`src/rtl/kb_pkg.sv`:
```
// Shared constants, parser state type and the scan-code set 2 to ASCII table
// used by the PS/2 keyboard decoder.
package kb_pkg;

    localparam logic [7:0] BRK_CODE = 8'hF0;
    localparam logic [7:0] EXT_CODE = 8'hE0;
    localparam logic [7:0] LSHIFT   = 8'h12;
    localparam logic [7:0] RSHIFT   = 8'h59;
    localparam logic [7:0] CAPS     = 8'h58;

    typedef enum logic [1:0] {
        IDLE    = 2'd0,
        BRK     = 2'd1,
        EXT     = 2'd2,
        EXT_BRK = 2'd3
    } kb_state_t;

    // Returns {valid, ascii}. Letters follow 'upper'; digits and symbols follow 'shift'.
    function automatic logic [8:0] scan2ascii(input logic [7:0] code,
                                              input logic       upper,
                                              input logic       shift);
        logic [7:0] lc;
        logic [7:0] un;
        logic [7:0] sh;
        logic [8:0] res;
        lc  = 8'h00;
        un  = 8'h00;
        sh  = 8'h00;
        res = 9'h000;
        case (code)
            8'h1C: lc = "a";  8'h32: lc = "b";  8'h21: lc = "c";  8'h23: lc = "d";
            8'h24: lc = "e";  8'h2B: lc = "f";  8'h34: lc = "g";  8'h33: lc = "h";
            8'h43: lc = "i";  8'h3B: lc = "j";  8'h42: lc = "k";  8'h4B: lc = "l";
            8'h3A: lc = "m";  8'h31: lc = "n";  8'h44: lc = "o";  8'h4D: lc = "p";
            8'h15: lc = "q";  8'h2D: lc = "r";  8'h1B: lc = "s";  8'h2C: lc = "t";
            8'h3C: lc = "u";  8'h2A: lc = "v";  8'h1D: lc = "w";  8'h22: lc = "x";
            8'h35: lc = "y";  8'h1A: lc = "z";
            default: lc = 8'h00;
        endcase
        case (code)
            8'h45: begin un = "0"; sh = ")"; end
            8'h16: begin un = "1"; sh = "!"; end
            8'h1E: begin un = "2"; sh = "@"; end
            8'h26: begin un = "3"; sh = "#"; end
            8'h25: begin un = "4"; sh = "$"; end
            8'h2E: begin un = "5"; sh = "%"; end
            8'h36: begin un = "6"; sh = "^"; end
            8'h3D: begin un = "7"; sh = "&"; end
            8'h3E: begin un = "8"; sh = "*"; end
            8'h46: begin un = "9"; sh = "("; end
            8'h0E: begin un = 8'h60; sh = 8'h7E; end
            8'h4E: begin un = 8'h2D; sh = 8'h5F; end
            8'h55: begin un = 8'h3D; sh = 8'h2B; end
            8'h54: begin un = 8'h5B; sh = 8'h7B; end
            8'h5B: begin un = 8'h5D; sh = 8'h7D; end
            8'h5D: begin un = 8'h5C; sh = 8'h7C; end
            8'h4C: begin un = 8'h3B; sh = 8'h3A; end
            8'h52: begin un = 8'h27; sh = 8'h22; end
            8'h41: begin un = 8'h2C; sh = 8'h3C; end
            8'h49: begin un = 8'h2E; sh = 8'h3E; end
            8'h4A: begin un = 8'h2F; sh = 8'h3F; end
            8'h29: begin un = 8'h20; sh = 8'h20; end
            8'h5A: begin un = 8'h0D; sh = 8'h0D; end
            8'h66: begin un = 8'h08; sh = 8'h08; end
            default: begin un = 8'h00; sh = 8'h00; end
        endcase
        if (lc != 8'h00)
            res = {1'b1, upper ? (lc - 8'h20) : lc};
        else if (un != 8'h00)
            res = {1'b1, shift ? sh : un};
        return res;
    endfunction

endpackage

```
`src/rtl/kb_ascii_decoder_if.sv`:
```
// Byte-in / character-out bundle between ps2_rx, the decoder and its consumer.
interface kb_ascii_decoder_if;
    logic [7:0] scan_code;
    logic       scan_done_tick;
    logic       rd_ascii;
    logic [7:0] ascii_out;
    logic       empty;
    logic       full;
    logic       overflow_tick;
    logic       shift_on;
    logic       caps_on;

    modport slave (
        input  scan_code, scan_done_tick, rd_ascii,
        output ascii_out, empty, full, overflow_tick, shift_on, caps_on
    );

    modport master (
        output scan_code, scan_done_tick, rd_ascii,
        input  ascii_out, empty, full, overflow_tick, shift_on, caps_on
    );
endinterface

```
`src/rtl/kb_fifo.sv`:
```
// Character FIFO with wrap-bit pointers; head is visible combinationally,
// writes into a full FIFO are dropped and flagged with a one-cycle pulse.
module kb_fifo #(
    parameter int FIFO_AW = 2
) (
    input  logic       clk,
    input  logic       reset_n,
    input  logic       wr,
    input  logic [7:0] wr_data,
    input  logic       rd,
    output logic [7:0] rd_data,
    output logic       empty,
    output logic       full,
    output logic       overflow_tick
);
    localparam int             DEPTH   = 2 ** FIFO_AW;
    localparam logic [FIFO_AW:0] PTR_ONE = {{FIFO_AW{1'b0}}, 1'b1};

    logic [7:0]       mem [DEPTH];
    logic [FIFO_AW:0] wr_ptr_reg;
    logic [FIFO_AW:0] rd_ptr_reg;
    logic             overflow_reg;
    logic             rd_en;
    logic             wr_en;

    assign empty = (wr_ptr_reg == rd_ptr_reg);
    assign full  = (wr_ptr_reg[FIFO_AW] != rd_ptr_reg[FIFO_AW]) &&
                   (wr_ptr_reg[FIFO_AW-1:0] == rd_ptr_reg[FIFO_AW-1:0]);

    // A pop frees the slot being overwritten, so a full FIFO can accept a write alongside it.
    assign rd_en = rd && !empty;
    assign wr_en = wr && (!full || rd_en);

    assign rd_data       = empty ? 8'h00 : mem[rd_ptr_reg[FIFO_AW-1:0]];
    assign overflow_tick = overflow_reg;

    always_ff @(posedge clk or negedge reset_n) begin
        if (!reset_n) begin
            wr_ptr_reg   <= '0;
            rd_ptr_reg   <= '0;
            overflow_reg <= 1'b0;
        end else begin
            if (wr_en)
                wr_ptr_reg <= wr_ptr_reg + PTR_ONE;
            if (rd_en)
                rd_ptr_reg <= rd_ptr_reg + PTR_ONE;
            overflow_reg <= wr && !wr_en;
        end
    end

    always_ff @(posedge clk) begin
        if (wr_en)
            mem[wr_ptr_reg[FIFO_AW-1:0]] <= wr_data;
    end

endmodule

```
`src/rtl/kb_ascii_decoder.sv`:
```
// PS/2 set 2 front end: parses make/break/extended sequences, tracks Shift and
// Caps Lock, and queues the translated ASCII characters.
module kb_ascii_decoder
    import kb_pkg::*;
#(
    parameter int FIFO_AW = 2,
    parameter bit CAPS_EN = 1'b1
) (
    input  logic              clk,
    input  logic              reset_n,
    kb_ascii_decoder_if.slave kb
);
    kb_state_t  state_reg, state_next;
    logic       shift_l_reg, shift_l_next;
    logic       shift_r_reg, shift_r_next;
    logic       caps_reg, caps_next;
    logic       caps_held_reg, caps_held_next;
    logic       push;
    logic [8:0] mapped;
    logic [7:0] code;

    assign code        = kb.scan_code;
    assign kb.shift_on = shift_l_reg | shift_r_reg;
    assign kb.caps_on  = caps_reg;
    assign mapped      = scan2ascii(code, kb.shift_on ^ caps_reg, kb.shift_on);

    always_comb begin
        state_next     = state_reg;
        shift_l_next   = shift_l_reg;
        shift_r_next   = shift_r_reg;
        caps_next      = caps_reg;
        caps_held_next = caps_held_reg;
        push           = 1'b0;
        if (kb.scan_done_tick) begin
            case (state_reg)
                IDLE: begin
                    if (code == BRK_CODE)
                        state_next = BRK;
                    else if (code == EXT_CODE)
                        state_next = EXT;
                    else if (code == LSHIFT)
                        shift_l_next = 1'b1;
                    else if (code == RSHIFT)
                        shift_r_next = 1'b1;
                    else if (code == CAPS) begin
                        // Typematic repeats of a held Caps Lock must not toggle again.
                        if (CAPS_EN && !caps_held_reg) begin
                            caps_next      = ~caps_reg;
                            caps_held_next = 1'b1;
                        end
                    end else
                        push = mapped[8];
                end
                BRK: begin
                    if (code == BRK_CODE)
                        state_next = BRK;
                    else if (code == EXT_CODE)
                        state_next = EXT;
                    else begin
                        state_next = IDLE;
                        if (code == LSHIFT) shift_l_next = 1'b0;
                        if (code == RSHIFT) shift_r_next = 1'b0;
                        if (code == CAPS)   caps_held_next = 1'b0;
                    end
                end
                EXT: begin
                    state_next = (code == BRK_CODE) ? EXT_BRK : IDLE;
                end
                EXT_BRK: begin
                    if (code == BRK_CODE)
                        state_next = BRK;
                    else if (code == EXT_CODE)
                        state_next = EXT;
                    else
                        state_next = IDLE;
                end
                default: state_next = IDLE;
            endcase
        end
    end

    always_ff @(posedge clk or negedge reset_n) begin
        if (!reset_n) begin
            state_reg     <= IDLE;
            shift_l_reg   <= 1'b0;
            shift_r_reg   <= 1'b0;
            caps_reg      <= 1'b0;
            caps_held_reg <= 1'b0;
        end else begin
            state_reg     <= state_next;
            shift_l_reg   <= shift_l_next;
            shift_r_reg   <= shift_r_next;
            caps_reg      <= caps_next;
            caps_held_reg <= caps_held_next;
        end
    end

    kb_fifo #(
        .FIFO_AW(FIFO_AW)
    ) u_fifo (
        .clk          (clk),
        .reset_n      (reset_n),
        .wr           (push),
        .wr_data      (mapped[7:0]),
        .rd           (kb.rd_ascii),
        .rd_data      (kb.ascii_out),
        .empty        (kb.empty),
        .full         (kb.full),
        .overflow_tick(kb.overflow_tick)
    );

endmodule

```
`src/flat_wrapper.sv`:
```
// flat-port wrapper written by rule: the top's interface ports become plain ports
module kb_ascii_decoder_flat import kb_pkg::*;
#(
    parameter int FIFO_AW = 2,
    parameter bit CAPS_EN = 1'b1
)
  (clk, reset_n, kb_scan_code, kb_scan_done_tick, kb_rd_ascii, kb_ascii_out, kb_empty, kb_full, kb_overflow_tick, kb_shift_on, kb_caps_on);
  kb_ascii_decoder_if kb_i ();
  input  logic clk;
  input  logic reset_n;
  input wire logic [$bits(kb_i.scan_code)-1:0] kb_scan_code;
  input wire logic [$bits(kb_i.scan_done_tick)-1:0] kb_scan_done_tick;
  input wire logic [$bits(kb_i.rd_ascii)-1:0] kb_rd_ascii;
  output wire logic [$bits(kb_i.ascii_out)-1:0] kb_ascii_out;
  output wire logic [$bits(kb_i.empty)-1:0] kb_empty;
  output wire logic [$bits(kb_i.full)-1:0] kb_full;
  output wire logic [$bits(kb_i.overflow_tick)-1:0] kb_overflow_tick;
  output wire logic [$bits(kb_i.shift_on)-1:0] kb_shift_on;
  output wire logic [$bits(kb_i.caps_on)-1:0] kb_caps_on;
  assign kb_i.scan_code = kb_scan_code;
  assign kb_i.scan_done_tick = kb_scan_done_tick;
  assign kb_i.rd_ascii = kb_rd_ascii;
  assign kb_ascii_out = kb_i.ascii_out;
  assign kb_empty = kb_i.empty;
  assign kb_full = kb_i.full;
  assign kb_overflow_tick = kb_i.overflow_tick;
  assign kb_shift_on = kb_i.shift_on;
  assign kb_caps_on = kb_i.caps_on;
  kb_ascii_decoder #(.FIFO_AW(FIFO_AW), .CAPS_EN(CAPS_EN)) u_core (.clk(clk), .reset_n(reset_n), .kb(kb_i));
endmodule
```
`config.mk`:
```
export PLATFORM = sky130hd
export DESIGN_NAME = kb_ascii_decoder_flat
export DESIGN_NICKNAME = d
export VERILOG_FILES = /design/src/rtl/kb_pkg.sv /design/src/rtl/kb_ascii_decoder_if.sv /design/src/rtl/kb_fifo.sv /design/src/rtl/kb_ascii_decoder.sv /design/src/flat_wrapper.sv
export SDC_FILE = /design/constraint.sdc
export NUM_CORES = 1
export LEC_CHECK = 0
export ABC_AREA = 1
export CORE_MARGIN = 2
export CORE_UTILIZATION = 40
export CTS_CLUSTER_DIAMETER = 40
export DETAILED_ROUTE_END_ITERATION = 10
export MAX_ROUTING_LAYER = met4
export PLACE_DENSITY_LB_ADDON = 0.1
export SYNTH_ARGS = -nofsm -noshare
export SYNTH_HDL_FRONTEND = slang
export SYNTH_HIERARCHICAL = 1
export SYNTH_SLANG_ARGS = --single-unit
```
`constraint.sdc`:
```
create_clock -name clk -period 1.7 [get_ports clk]
set_input_delay 0.17 -clock clk [delete_from_list [all_inputs] [get_ports clk]]
set_output_delay 0.17 -clock clk [all_outputs]
set_load 0.01 [all_outputs]
```
==> flow_summary.ini <==
[critical_path]
crit_path_start = kb_scan_code[1]
cp_max_fo = 8
crit_required_ps = 1690
worstPathArrival_ps = 1900
setup.worst_path.start_class = input pin
reg2reg_from = u_core/u_fifo/rd_ptr_reg[0]$_DFFE_PN0P_
cp-end-kind = flop
crit_type = input pin to flop

[cts]
htreeDepth = 2
cts_tree = built
clk_path_buf_depth = 2
cts_made_buffers = 5
cts_sinks = 45
clk_latency_ps = 300
cts_root_buffer = clkbuf_8
path_clk_slew_ps = 100

[floorplanning]
dieArea_um2 = 9630
fp-row-count = 34
start_util_pct = 41.0
design.core.area_um2 = 8640
io_pins = 25
die_w_um = 98.1
dieHeight_um = 98.1

[run]
maxCapViolations = 0

[global_route]
gr-total-overflow = 0
grt_pass1_vias = 3956
grt_max_degree = 16
antenna_found_initial = 0
grt_use_total_pct = 24.7
grt_pass1_wl_mm = 18.6

[cells_and_area]
drive_gt1_share_pct = 47.6
fill_cells = 747
fin_nets = 693
diodes = 0
final_util_pct = 65.2
largest_reg_flops = 32
area_delta_synth_final_pct = 58.9

[synth]
ys_seq_area_share_pct = 36.3
ys_ff_latch = 45
syn_area_um2 = 3540
syn_inst = 514
async_flop_share_pct = 28.9
syn_nets = 540
synth_commonest_cells = nand2_1, nor2_1, inv_1
yosysTopAreaCellShare_pct = 27.1
synth_edf_count = 32
yosys.area.top_type = edfxtp_1
ys_warn_count = 6
synth_area_leaders = edfxtp_1, nand2_1, nor2_1
synth_flop_cell = edfxtp_1
avgSynthCellArea_um2 = 6.90
synth_most_common_cell = nand2_1
synth.distinct_cells = 35

[run_status]
status = finished with violations
violations = negative setup slack

[drt]
wl_per_cell_um = 14.7
drt-total-wl_mm = 11.4
firstDrtPassIters = 5
drc = 0
antenna_left = 0
vias_per_cell = 4.97
dr.first_iter.drc_count = 166
vias = 3858

[worst_hold_path]
hp-class = input pin to async pin

[sta]
min_period_ps = 1910
hold_viol = 0
slew_headroom_pct = 58.9
drv_slew = 0
setup_slack_ps = -213
fin_crit_sh_pct = 113
finalClockSkew_ps = 12.8
tightest_slew_ps = 614
rsz0062_at_grt = true
fmax_mhz = 523
setup_tns_ps = -10660
report.final.setup_viol = 77

[placed_design]
hpwl_mm = 8.54
routabilityCongestion = 1.01
portBuffers = 24

[pwr]
cellPowerDensity_nw_per_um2 = 1080
ir_worst_vdd_uv = 558
p_leak_nw = 2.78
-- final timing paths --
kind	cells past startpoint	endpoint	slack (ps)
min	1	u_core/u_fifo/rd_ptr_reg[2]$_DFFE_PN0P_	240
max	18	u_core/u_fifo/mem[2][3]$_DFFE_PP_	-210
min in group clk	6	u_core/state_reg[0]$_DFFE_PN0P_	470
max reg2reg	8	u_core/u_fifo/mem[2][3]$_DFFE_PP_	-100
min reg2reg	1	u_core/kb.caps_on$_DFFE_PN0P_	520
max in group asynchronous	1	u_core/u_fifo/rd_ptr_reg[0]$_DFFE_PN0P_	1030
-- cell families (layout without fill, tap and decap cells) --
logic type	Yosys count	after routing	share of synthesized area [%]
fa+ha+maj	14	14	4.94
buf+inv	75	228	9.53
compound gates	52	52	7.66
flops	45	45	36.3
simple gates	323	324	39.8
xor+xnor	5	5	1.76
-- report_power, final --
group / switching [W] / total, W / internal, W / leakage, nW
sequential: 0.000114 / 0.00150 / 0.00138 / 0.465
clock: 0.000378 / 0.000670 / 0.000292 / 0.0445
combinational: 0.00203 / 0.00389 / 0.00186 / 2.27
-- layer usage --
layer | vias up | track usage, % | part of all wire [%]
li1 | 1950 | - | -
met1 | 1783 | 27.5 | 40
met2 | 95 | 45.2 | 54
met3 | 30 | 2.51 | 2.8
met4 | 0 | 9.80 | 3.2
met5 | - | - | 0
-- layout make-up --
type	count	area, um2	area share, %
multi-input cells	395	2500	44.3
repair buffers	154	1330	23.7
flip-flops and latches	45	1290	22.9
inverters	64	274	4.87
well taps	108	135	2.40
clock buffers	5	68.8	1.22
clock inverters	3	21.3	0.378
repair inverters	2	16.3	0.289
-- per-stage QoR --
stage,worst slack (ps),cell area [um2],std cells,total power [W],hold WS [ps]
floorplan,-234,3680,514,0.00314,-126
global placement,-1020,4740,733,0.00434,468
detailed placement,-1030,4740,733,0.00437,477
CTS,-185,5350,771,0.00561,272
global route,-336,5630,776,0.00648,300
finish,-213,5630,776,0.00606,244
-- critical path, stage by stage --
cell        delay [ps]
buf_8              100
clkinvlp_4         160
ha_4               210
nand2_4             80
buf_6              140
nand3_2             50
nand2_1             40
nand2_1             70
nand3_2             90
nand2_2            100
nand2_4             60
nand2_4             70
inv_2               50
nand3_2             50
nand2_2             60
inv_4               80
nand2_8             80
nor2_4             230
-- layout by cell type, fill, tap and decap left out, types with 4 or more instances in the layout --
cell / n
clkdlybuf4s50_1: 5
nor2_4: 20
a21oi_1: 6
nand2_4: 8
inv_1: 38
nand3_4: 5
o21ai_0: 16
edfxtp_1: 32
inv_2: 18
ha_4: 5
nand3_2: 17
clkinvlp_4: 4
nand2_2: 44
buf_4: 112
nand2_1: 110
dfrtp_1: 12
nor2_1: 53
nor2_2: 21
buf_6: 23
xor2_1: 4
buf_12: 4
o21ai_1: 20
ha_1: 9
clkbuf_8: 5
nand3_1: 33
-- what timing repair did --
| item | in CTS | in global routing |
|---|---|---|
| cloned | 4 | 0 |
| hold buffers | 0 | 0 |
| pin swaps | 52 | 54 |
| gates resized for setup | 152 | 103 |
| endpoints found under the hold margin | 0 | 0 |
| setup buffers | 26 | 5 |
| endpoints found under the setup margin | 84 | 81 |
No activity file was read; power rests on OpenSTA's default activity.
